--- src/rtl/pc_stack_counter_pkg.sv ---
// Shared types and helpers for the program counter and its return-address stack.
// PC_REL_BRANCH_EN selects the relative-jump action; the enum always carries PC_JR.
package pc_pkg;

   typedef enum logic [2:0] {
      PC_HOLD,
      PC_CLR,
      PC_LOAD,
      PC_JR,
      PC_RET,
      PC_CALL,
      PC_INC
   } pc_action_t;

   localparam int unsigned PcResetVal = 0;

   // One extra bit so that "DEPTH entries held" is representable.
   function automatic int unsigned ptr_width(input int unsigned depth);
      return $clog2(depth) + 1;
   endfunction

endpackage

--- src/rtl/pc_stack_counter_if.sv ---
// Sequencer <-> PC strobe/bus bundle. Build with PC_REL_BRANCH_EN to add the jr strobe.
interface pc_stack_counter_if #(
   parameter int unsigned WIDTH = 8
);
   logic             clr_n;
   logic             lp;
   logic             cp;
   logic             ep;
   logic             call;
   logic             ret;
`ifdef PC_REL_BRANCH_EN
   logic             jr;
`endif
   logic [WIDTH-1:0] bus_in;
   logic [WIDTH-1:0] bus_out;
   logic             bus_oe;
   logic [WIDTH-1:0] pc_q;
   logic             stack_full;
   logic             stack_empty;
   logic             stack_err;
   logic             wrap;

   modport master (
`ifdef PC_REL_BRANCH_EN
      output jr,
`endif
      output clr_n, lp, cp, ep, call, ret, bus_in,
      input  bus_out, bus_oe, pc_q, stack_full, stack_empty, stack_err, wrap
   );

   modport slave (
`ifdef PC_REL_BRANCH_EN
      input  jr,
`endif
      input  clr_n, lp, cp, ep, call, ret, bus_in,
      output bus_out, bus_oe, pc_q, stack_full, stack_empty, stack_err, wrap
   );

endinterface

--- src/rtl/pc_stack_counter_return_stack.sv ---
// DEPTH-entry LIFO of return addresses with synchronous clear and async reset.
module pc_return_stack
   import pc_pkg::*;
#(
   parameter int unsigned WIDTH = 8,
   parameter int unsigned DEPTH = 4
) (
   input  logic             clk,
   input  logic             rst_n,
   input  logic             clear,
   input  logic             push,
   input  logic             pop,
   input  logic [WIDTH-1:0] din,
   output logic [WIDTH-1:0] dout,
   output logic             full,
   output logic             empty
);

   localparam int unsigned PtrW = ptr_width(DEPTH);
   localparam int unsigned IdxW = PtrW - 1;

   logic [PtrW-1:0]  ptr_q, ptr_d;
   logic [IdxW-1:0]  wr_idx, top_idx;
   logic [WIDTH-1:0] mem_q [DEPTH];
   logic             do_push, do_pop;

   assign full    = (ptr_q == PtrW'(DEPTH));
   assign empty   = (ptr_q == '0);
   assign do_push = push && !full && !clear;
   assign do_pop  = pop && !empty && !clear;
   assign wr_idx  = ptr_q[IdxW-1:0];
   assign top_idx = IdxW'(ptr_q - PtrW'(1));
   assign dout    = mem_q[top_idx];

   always_comb begin
      ptr_d = ptr_q;
      if (clear)        ptr_d = '0;
      else if (do_push) ptr_d = ptr_q + PtrW'(1);
      else if (do_pop)  ptr_d = ptr_q - PtrW'(1);
   end

   always_ff @(posedge clk or negedge rst_n) begin
      if (!rst_n) ptr_q <= '0;
      else        ptr_q <= ptr_d;
   end

   // Entries need no reset: the pointer alone defines what is valid.
   always_ff @(posedge clk) begin
      if (do_push) mem_q[wr_idx] <= din;
   end

endmodule

--- src/rtl/pc_stack_counter.sv ---
// WIDTH-bit program counter with CALL/RET return stack and combinational bus drive.
// Define PC_REL_BRANCH_EN to add the jr (pc += signed bus_in) action.
module pc_stack_counter
   import pc_pkg::*;
#(
   parameter int unsigned WIDTH = 8,
   parameter int unsigned DEPTH = 4
) (
   input logic               clk,
   input logic               rst_n,
   pc_stack_counter_if.slave bus
);

   pc_action_t       action;
   logic [WIDTH-1:0] count_q, count_d;
   logic             err_q, err_d;
   logic             wrap_q, wrap_d;
   logic             stk_clear, stk_push, stk_pop;
   logic [WIDTH-1:0] stk_top;
   logic             stk_full, stk_empty;

   pc_return_stack #(
      .WIDTH (WIDTH),
      .DEPTH (DEPTH)
   ) u_stack (
      .clk   (clk),
      .rst_n (rst_n),
      .clear (stk_clear),
      .push  (stk_push),
      .pop   (stk_pop),
      .din   (count_q),
      .dout  (stk_top),
      .full  (stk_full),
      .empty (stk_empty)
   );

   // Exactly one action per cycle; lower-priority strobes are dropped.
   always_comb begin
      action = PC_HOLD;
      if (!bus.clr_n)   action = PC_CLR;
      else if (bus.lp)  action = PC_LOAD;
`ifdef PC_REL_BRANCH_EN
      else if (bus.jr)  action = PC_JR;
`endif
      else if (bus.ret) action = PC_RET;
      else if (bus.call) action = PC_CALL;
      else if (bus.cp)  action = PC_INC;
   end

   always_comb begin
      count_d   = count_q;
      err_d     = err_q;
      wrap_d    = 1'b0;
      stk_clear = 1'b0;
      stk_push  = 1'b0;
      stk_pop   = 1'b0;
      unique case (action)
         PC_CLR: begin
            count_d   = WIDTH'(PcResetVal);
            err_d     = 1'b0;
            stk_clear = 1'b1;
         end
         PC_LOAD: count_d = bus.bus_in;
`ifdef PC_REL_BRANCH_EN
         // Same-width add is the modulo sign-extended offset.
         PC_JR:   count_d = count_q + bus.bus_in;
`endif
         PC_RET: begin
            if (stk_empty) begin
               err_d = 1'b1;
            end else begin
               count_d = stk_top;
               stk_pop = 1'b1;
            end
         end
         PC_CALL: begin
            if (stk_full) begin
               err_d = 1'b1;
            end else begin
               count_d  = bus.bus_in;
               stk_push = 1'b1;
            end
         end
         PC_INC: begin
            count_d = count_q + WIDTH'(1);
            wrap_d  = &count_q;
         end
         default: ;
      endcase
   end

   always_ff @(posedge clk or negedge rst_n) begin
      if (!rst_n) begin
         count_q <= WIDTH'(PcResetVal);
         err_q   <= 1'b0;
         wrap_q  <= 1'b0;
      end else begin
         count_q <= count_d;
         err_q   <= err_d;
         wrap_q  <= wrap_d;
      end
   end

   assign bus.pc_q        = count_q;
   assign bus.bus_oe      = bus.ep;
   assign bus.bus_out     = bus.ep ? count_q : '0;
   assign bus.stack_full  = stk_full;
   assign bus.stack_empty = stk_empty;
   assign bus.stack_err   = err_q;
   assign bus.wrap        = wrap_q;

endmodule

--- src/flat_wrapper.sv ---
// flat-port wrapper written by rule: the top's interface ports become plain ports
module pc_stack_counter_flat import pc_pkg::*;
#(
   parameter int unsigned WIDTH = 8,
   parameter int unsigned DEPTH = 4
)
  (clk, rst_n, bus_clr_n, bus_lp, bus_cp, bus_ep, bus_call, bus_ret, bus_bus_in, bus_bus_out, bus_bus_oe, bus_pc_q, bus_stack_full, bus_stack_empty, bus_stack_err, bus_wrap);
  pc_stack_counter_if #(.WIDTH(WIDTH)) bus_i ();
  input logic clk;
  input logic rst_n;
  input wire logic [$bits(bus_i.clr_n)-1:0] bus_clr_n;
  input wire logic [$bits(bus_i.lp)-1:0] bus_lp;
  input wire logic [$bits(bus_i.cp)-1:0] bus_cp;
  input wire logic [$bits(bus_i.ep)-1:0] bus_ep;
  input wire logic [$bits(bus_i.call)-1:0] bus_call;
  input wire logic [$bits(bus_i.ret)-1:0] bus_ret;
  input wire logic [$bits(bus_i.bus_in)-1:0] bus_bus_in;
  output wire logic [$bits(bus_i.bus_out)-1:0] bus_bus_out;
  output wire logic [$bits(bus_i.bus_oe)-1:0] bus_bus_oe;
  output wire logic [$bits(bus_i.pc_q)-1:0] bus_pc_q;
  output wire logic [$bits(bus_i.stack_full)-1:0] bus_stack_full;
  output wire logic [$bits(bus_i.stack_empty)-1:0] bus_stack_empty;
  output wire logic [$bits(bus_i.stack_err)-1:0] bus_stack_err;
  output wire logic [$bits(bus_i.wrap)-1:0] bus_wrap;
  assign bus_i.clr_n = bus_clr_n;
  assign bus_i.lp = bus_lp;
  assign bus_i.cp = bus_cp;
  assign bus_i.ep = bus_ep;
  assign bus_i.call = bus_call;
  assign bus_i.ret = bus_ret;
  assign bus_i.bus_in = bus_bus_in;
  assign bus_bus_out = bus_i.bus_out;
  assign bus_bus_oe = bus_i.bus_oe;
  assign bus_pc_q = bus_i.pc_q;
  assign bus_stack_full = bus_i.stack_full;
  assign bus_stack_empty = bus_i.stack_empty;
  assign bus_stack_err = bus_i.stack_err;
  assign bus_wrap = bus_i.wrap;
  pc_stack_counter #(.WIDTH(WIDTH), .DEPTH(DEPTH)) u_core (.clk(clk), .rst_n(rst_n), .bus(bus_i));
endmodule
--- config.mk ---
export PLATFORM = sky130hd
export DESIGN_NAME = pc_stack_counter_flat
export DESIGN_NICKNAME = d
export VERILOG_FILES = /design/src/rtl/pc_stack_counter_pkg.sv /design/src/rtl/pc_stack_counter_if.sv /design/src/rtl/pc_stack_counter_return_stack.sv /design/src/rtl/pc_stack_counter.sv /design/src/flat_wrapper.sv
export SDC_FILE = /design/constraint.sdc
export NUM_CORES = 1
export LEC_CHECK = 0
export CAP_MARGIN = 25
export CORE_UTILIZATION = 64
export CTS_BUF_LIST = sky130_fd_sc_hd__clkbuf_2 sky130_fd_sc_hd__clkbuf_4 sky130_fd_sc_hd__clkbuf_8
export CTS_CLUSTER_DIAMETER = 40
export DETAILED_ROUTE_END_ITERATION = 8
export DONT_BUFFER_PORTS = 1
export PLACE_DENSITY = 0.8
export SLEW_MARGIN = 10
export SYNTH_ARGS = -nofsm -noshare
export SYNTH_HDL_FRONTEND = slang
export SYNTH_SLANG_ARGS = --single-unit
--- constraint.sdc ---
create_clock -name clk -period 2.9 [get_ports clk]
set_input_delay 0.58 -clock clk [delete_from_list [all_inputs] [get_ports clk]]
set_output_delay 0.58 -clock clk [all_outputs]
set_load 0.02 [all_outputs]
==> impl_metrics.tcl, run 1 <==
set metrics [dict create \
    outcome "completed" \
    wl_mm 4.48 \
    crit_arrival_ps 1550 \
    drtPass1Iterations 4 \
    yosysWarnings 0 \
    cp_slowest_cell "dfrtp_1" \
    dp_slack_ps 878 \
    clkPwrFrac_pct 23.0 \
    ys_types 41 \
    antenna_found_initial 0 \
    cts-buffers-inserted 5 \
    drv_slew 0 \
    vias_per_cell 6.50 \
    worstPathCellList "inv_1 > ha_1 > nor2b_1 > buf_4" \
    seqPwrFrac_pct 60.2 \
    hold_path.class "primary input to flip-flop" \
    diodes 0 \
    cap_violations 0 \
    synth_edf_count 32 \
    synthTopCellsByArea "edfxtp_1 (43%), dfrtp_1 (15%), mux4_2 (6.0%)" \
    crit_required_ps 2320 \
    cts_sinks 45 \
    switching_power_w 0.000365 \
    period_share_pct 73.6 \
    syn_to_final_growth_pct 3.91 \
    clock-root-buffer "clkbuf_4" \
    p_comb_share_pct 16.7 \
    postCtsSetupBuffers 0 \
    gp_congestion 0.837 \
    period_minus_slack_ps 2130 \
    syn_inst 162 \
    critical_path_class "flip-flop to primary output" \
    final_cell_mix "edfxtp_1 (32), dfrtp_1 (13), and2_1 (12)" \
    clkSlewWorstSetupHoldPaths_ps 130 \
    drt_iter0_drc 81 \
    hold-worst-slack_ps 325 \
    grt_pass1_vias 1325 \
    yosysTopAreaCellShare_pct 42.9 \
    globalRoute.totalOverflow 0 \
    crit_family "flip-flops" \
    ys_seq_area_share_pct 57.4 \
    tns_ps 0 \
    layout-drive-gt1-share_pct 12.1 \
    power_leakage_nw 0.882 \
    fin_area_sq_mm 0.00233 \
    route.detailed.wl_per_inst_um 21.2 \
    power_density_mw_per_mm2 544 \
    core_area_sq_mm 0.00334 \
    async_flop_share_pct 28.9 \
    vias 1371 \
    syn_nets 184 \
    grtUsageTotal_pct 27.0 \
    cts_resized 0 \
    dp_hpwl_mm 3.25 \
    synth-main-ff-cell "edfxtp_1" \
    portBuffers 0 \
    ys_ff_latch 45 \
    power.internal_w 0.000900 \
    route.antenna.remaining_nets 0 \
    cts_tree "yes" \
    clock_latency_ps 360 \
    slew_headroom_pct 56.2 \
    grt_max_degree 17 \
    irDropWorstVdd_mv 0.274 \
    synth_area_sq_mm 0.00224 \
    io_pins 37 \
    fill_cells 266 \
    finalSetupViolations 0 \
    finalHoldViolCount 0 \
    route.detailed.drc 0 \
    synth.largest_area_cell "edfxtp_1" \
    placed_area_sq_mm 0.00226 \
    die_h_um 61.2 \
    setup_ws_ps 765 \
    std_cell_rows 21 \
    cp-end-kind "primary output" \
    nNetsFinal 186 \
    die_x_um 61.2 \
    final_common_cell "edfxtp_1" \
    clock_path_buffers 2 \
    final.setup_skew_ps 17.3 \
    htree_num_levels 2 \
    rsz0062_at_grt "no" \
    initial_core_util_pct 67.1 \
    die-area_sq_mm 0.00374 \
    grt_first_pass_wirelength_mm 6.71 \
    cts_hold_buffers 1 \
    worstMarginPinSlew_ps 655 \
    synth_area_per_cell_sq_um 13.8 \
    slowest_delay_ps 440 \
    cp_max_fo 5 \
    crit_path_start_kind "flip-flop" \
    p_sw_share_pct 28.9 \
    cp.buffers_inverters 2 \
    timing.fmax_mhz 468 \
]
-- worst paths after layout --
| check | start | end | slack, ps | depth (start not counted) |
|---|---|---|---|---|
| worst max-delay path | u_core.u_stack.ptr_q[1] | bus_stack_empty | 770 | 4 |
| worst min-delay path | bus_clr_n | u_core.bus.stack_err | 330 | 2 |
| worst max register to register | u_core.u_stack.ptr_q[1] | u_core.bus.pc_q[6] | 870 | 6 |
| worst min register to register | u_core.u_stack.ptr_q[2] | u_core.u_stack.ptr_q[2] | 630 | 1 |
| max in group asynchronous | rst_n | u_core.u_stack.ptr_q[1] | 1790 | 1 |
| min in group asynchronous | rst_n | u_core.bus.pc_q[4] | 670 | 1 |
-- metrics by stage --
| step | utilization (%) | cells | power (W) |
|---|---|---|---|
| finish | 69.7 | 211 | 0.00126 |
| global route | 69.7 | 211 | 0.00132 |
| CTS | 69.7 | 211 | 0.00127 |
| detailed placement | 67.8 | 202 | 0.000981 |
| global placement | 67.8 | 202 | 0.000970 |
| floorplan | - | 162 | 0.000931 |
-- state kept, by name (all words and copies together) (netlist names) --
| name | count |
|---|---|
| u_core.bus.pc_q | 8 |
| u_core.bus.stack_err | 1 |
| u_core.bus.wrap | 1 |
| u_core.u_stack.mem_q | 32 |
| u_core.u_stack.ptr_q | 3 |
-- final cells by class --
cell class                      instances  area [sq um]  share of cell area, %
Sequential cell                        45          1290                   55.3
Multi-Input combinational cell        103           881                   37.8
Tap cell                               46          57.6                   2.47
Clock buffer                            5          37.5                   1.61
Timing Repair Buffer                    3          25.0                   1.08
Inverter                                6          22.5                  0.968
Clock inverter                          3          17.5                  0.753
-- power by group through the flow --
stage	logic [W]	clock network [W]	registers, W
after floorplan	0.000166	0	0.000765
after global placement	0.000199	0	0.000771
after detailed placement	0.000206	0	0.000775
after CTS	0.000213	0.000298	0.000762
after global routing	0.000229	0.000319	0.000767
final	0.000212	0.000291	0.000762
-- metal layers --
layer | GRT usage, % | vias up | share of wire [%]
li1 | - | 641 | -
met1 | 36.2 | 669 | 42
met2 | 41.0 | 57 | 50
met3 | 8.82 | 4 | 7.2
met4 | 10.7 | 0 | 0.76
met5 | 0 | - | 0
-- kinds of logic (layout without fill, tap and decap cells) --
family | Yosys count | in the layout | synth area share (%)
buf+inv | 14 | 17 | 3.24
flops | 45 | 45 | 57.4
simple gates | 55 | 55 | 14.8
mux | 9 | 9 | 8.83
compound gates | 31 | 31 | 11.6
fa+ha+maj | 6 | 6 | 3.35
xor+xnor | 2 | 2 | 0.782
-- Yosys cell counts (2+ instances only) --
cell,number
and2_1,12
clkbuf_1,3
a22o_1,2
and3b_1,3
mux4_2,6
inv_1,6
o21ai_0,3
o311ai_1,2
nor2_1,4
o2bb2ai_1,6
xor2_1,2
mux4_1,2
edfxtp_1,32
buf_4,2
a222oi_1,4
ha_1,6
nand3_1,6
dfrtp_1,13
nor2b_1,6
and3_1,5
nand2_1,10
o211ai_1,8
Power figures use the tool's default switching activity.
==> run 2: changes to the inputs <==
--- a/config.mk
+++ b/config.mk
@@ -6,12 +6,12 @@
 export NUM_CORES = 1
 export LEC_CHECK = 0
 export CAP_MARGIN = 25
-export CORE_UTILIZATION = 64
+export CORE_UTILIZATION = 59
 export CTS_BUF_LIST = sky130_fd_sc_hd__clkbuf_2 sky130_fd_sc_hd__clkbuf_4 sky130_fd_sc_hd__clkbuf_8
 export CTS_CLUSTER_DIAMETER = 40
 export DETAILED_ROUTE_END_ITERATION = 8
 export DONT_BUFFER_PORTS = 1
-export PLACE_DENSITY = 0.8
+export PLACE_DENSITY = 0.78
 export SLEW_MARGIN = 10
 export SYNTH_ARGS = -nofsm -noshare
 export SYNTH_HDL_FRONTEND = slang
==> constraint.sdc (replaced) <==
create_clock -name clk -period 1.8 [get_ports clk]
set_input_delay 0.36 -clock clk [delete_from_list [all_inputs] [get_ports clk]]
set_output_delay 0.36 -clock clk [all_outputs]
set_load 0.02 [all_outputs]
==> run 2 against run 1 <==
Compared with the run above: first-iteration DRC count is 120% higher; total power is 100% higher; non-clock buffer count is 11 higher; clock skew is 1.3 ps lower; register-to-register slack worse by 810 ps; clock-buffer cell count stayed put; setup slack worse by 710 ps; sequential cell count stayed put; critical path type is now flip-flop to flip-flop; critical endpoint is now u_core.bus.pc_q[1].
==> impl_metrics.tcl, run 2 (same netlist as run 1, synthesis figures left out) <==
set metrics [dict create \
    clock_path_buffers 2 \
    regMostFlops "u_core.u_stack.mem_q" \
    die-area_sq_mm 0.00405 \
    crit_required_ps 1990 \
    cp-end-kind "flip-flop" \
    slowest_delay_ps 430 \
    period_share_pct 96.8 \
    drtPass1Iterations 4 \
    drt_iter0_drc 176 \
    finalHoldViolCount 0 \
    multi_input_area_sq_um 907 \
    dp_hpwl_mm 3.22 \
    hold_path.class "primary input to flip-flop" \
    largest_reg_flops 32 \
    crit_arrival_ps 1930 \
    final_common_cell "edfxtp_1" \
    nNetsFinal 197 \
    rsz0062_at_grt "yes" \
    die_h_um 63.6 \
    final_cell_mix "edfxtp_1 (32), buf_4 (12), dfrtp_1 (12)" \
    cap_violations 0 \
    grtUsageTotal_pct 24.0 \
    critical_path_class "flip-flop to flip-flop" \
    clock-root-buffer "clkbuf_8" \
    cts_tree "yes" \
    worstPathCellList "inv_2 > ha_4 > mux4_2 > a222oi_1 > o2bb2ai_1" \
    timing.fmax_mhz 574 \
    r2r_end "u_core.bus.pc_q[1]" \
    cp_slowest_cell "dfrtp_1" \
    initial_core_util_pct 61.2 \
    slew_headroom_pct 58.9 \
    route.detailed.drc 0 \
    r2r_slack_ps 60 \
    vias_per_cell 6.33 \
    portBuffers 0 \
    crit_family "compound AO/OA/AOI/OAI gates" \
    htree_num_levels 2 \
    gp_congestion 0.828 \
    reg2reg_depth 5 \
    grt_max_degree 17 \
    crit_path_start_kind "flip-flop" \
    clock_latency_ps 310 \
    power_density_mw_per_mm2 1000 \
    grt_pass1_vias 1444 \
    syn_to_final_growth_pct 13.3 \
    hold_start "bus_clr_n" \
    vias 1417 \
    globalRoute.totalOverflow 0 \
    final-seq-area_sq_mm 0.00129 \
    die_x_um 63.6 \
    fill_cells 235 \
    drv_slew 0 \
    diodes 0 \
    route.detailed.wl_per_inst_um 20.0 \
    io_pins 37 \
    finalSetupViolations 0 \
    finalNonFillerCells 224 \
    power_leakage_nw 0.983 \
    irDropWorstVdd_mv 0.597 \
    route.antenna.remaining_nets 0 \
    grt_first_pass_wirelength_mm 7.12 \
    fin_area_sq_mm 0.00254 \
    cts_sinks 45 \
    antenna_found_initial 0 \
    wl_mm 4.48 \
    cts-buffers-inserted 5 \
    layout-drive-gt1-share_pct 23.3 \
    power.total_w 0.00255 \
    clkSlewWorstSetupHoldPaths_ps 90 \
    place_inst 213 \
    std_cell_rows 22 \
    worstMarginPinSlew_ps 615 \
    hold_path_end "u_core.bus.stack_err" \
    cp.buffers_inverters 1 \
    period_minus_slack_ps 1740 \
    final.setup_skew_ps 16.0 \
    placed_area_sq_mm 0.00237 \
    cp_max_fo 9 \
    core_area_sq_mm 0.00366 \
    min_path_cells 2 \
    outcome "completed" \
    r2r_start "u_core.u_stack.ptr_q[1]" \
]
## run 2: cell count changes in the layout (fill, tap and decap cells not counted), moves of 2 or more
cell | previous run | this run
buf_4 | 2 | 12
bufinv_16 | 0 | 2
clkbuf_4 | 5 | 0
clkbuf_8 | 0 | 5
inv_1 | 6 | 3
inv_2 | 0 | 2
## run 2: layout make-up
class | instances | share of cell area (%)
multi-input cells | 103 | 35.7
repair buffers | 14 | 4.73
well taps | 48 | 2.37
clock inverters | 3 | 2.71
clock buffers | 5 | 2.71
inverters | 6 | 0.986
flip-flops and latches | 45 | 50.7
## run 2: repair_timing
action                                 CTS  global route
setup buffers                            0             2
hold buffers                             1             0
setup endpoints to repair                0             8
resized for setup                        0             4
endpoints found under the hold margin   13             0
## run 2: per-stage QoR
| step | hold slack (ps) | utilization [%] | setup WS [ps] | TNS [ps] |
|---|---|---|---|---|
| floorplan | 64.4 | - | 11.7 | 0 |
| global placement | 64.7 | 64.8 | 116 | 0 |
| detailed placement | 64.7 | 64.8 | 34.8 | 0 |
| CTS | 165 | 68.8 | 0.587 | 0 |
| global route | 182 | 69.3 | -17.7 | -25.8 |
| finish | 171 | 69.3 | 57.9 | 0 |
## run 2: worst max path at each step
stage	from	to	slack, ps	depth (start not counted)
finish	u_core.u_stack.ptr_q[1]	u_core.bus.pc_q[1]	60	5
global route	u_core.u_stack.ptr_q[1]	u_core.bus.pc_q[0]	-20	5
CTS	u_core.u_stack.ptr_q[1]	u_core.bus.pc_q[1]	0.6	5
detailed placement	u_core.u_stack.ptr_q[0]	u_core.bus.pc_q[0]	30	5
global placement	u_core.u_stack.ptr_q[1]	u_core.bus.pc_q[0]	120	5
floorplan	u_core.u_stack.ptr_q[0]	u_core.bus.pc_q[4]	10	8
## run 2: where the power goes
part / internal [W] / leakage, nW / total, W / switching (W)
Sequential: 0.00115 / 0.470 / 0.00121 / 0.0000610
Combinational: 0.000214 / 0.444 / 0.000429 / 0.000215
Clock: 0.000558 / 0.0687 / 0.000907 / 0.000349
Total: 0.00192 / 0.983 / 0.00255 / 0.000625
## run 2: per-layer routing
metal,vias up,routed length [um],part of all wire (%),global-route usage (%)
met5,-,0,0,0
met4,0,27,0.60,8.81
met3,2,239,5.3,6.52
met2,47,2130,47,37.1
met1,705,2090,47,32.5
li1,663,-,-,-
==> run 3: changes to the inputs <==
--- a/config.mk
+++ b/config.mk
@@ -5,6 +5,7 @@
 export SDC_FILE = /design/constraint.sdc
 export NUM_CORES = 1
 export LEC_CHECK = 0
+export ABC_AREA = 0
 export CAP_MARGIN = 25
 export CORE_UTILIZATION = 59
 export CTS_BUF_LIST = sky130_fd_sc_hd__clkbuf_2 sky130_fd_sc_hd__clkbuf_4 sky130_fd_sc_hd__clkbuf_8
@@ -12,7 +13,7 @@
 export DETAILED_ROUTE_END_ITERATION = 8
 export DONT_BUFFER_PORTS = 1
 export PLACE_DENSITY = 0.78
-export SLEW_MARGIN = 10
+export SLEW_MARGIN = 20
 export SYNTH_ARGS = -nofsm -noshare
 export SYNTH_HDL_FRONTEND = slang
 export SYNTH_SLANG_ARGS = --single-unit
==> results of run 3 <==
Final layout, timing and power as in run 2 (identical DEF).
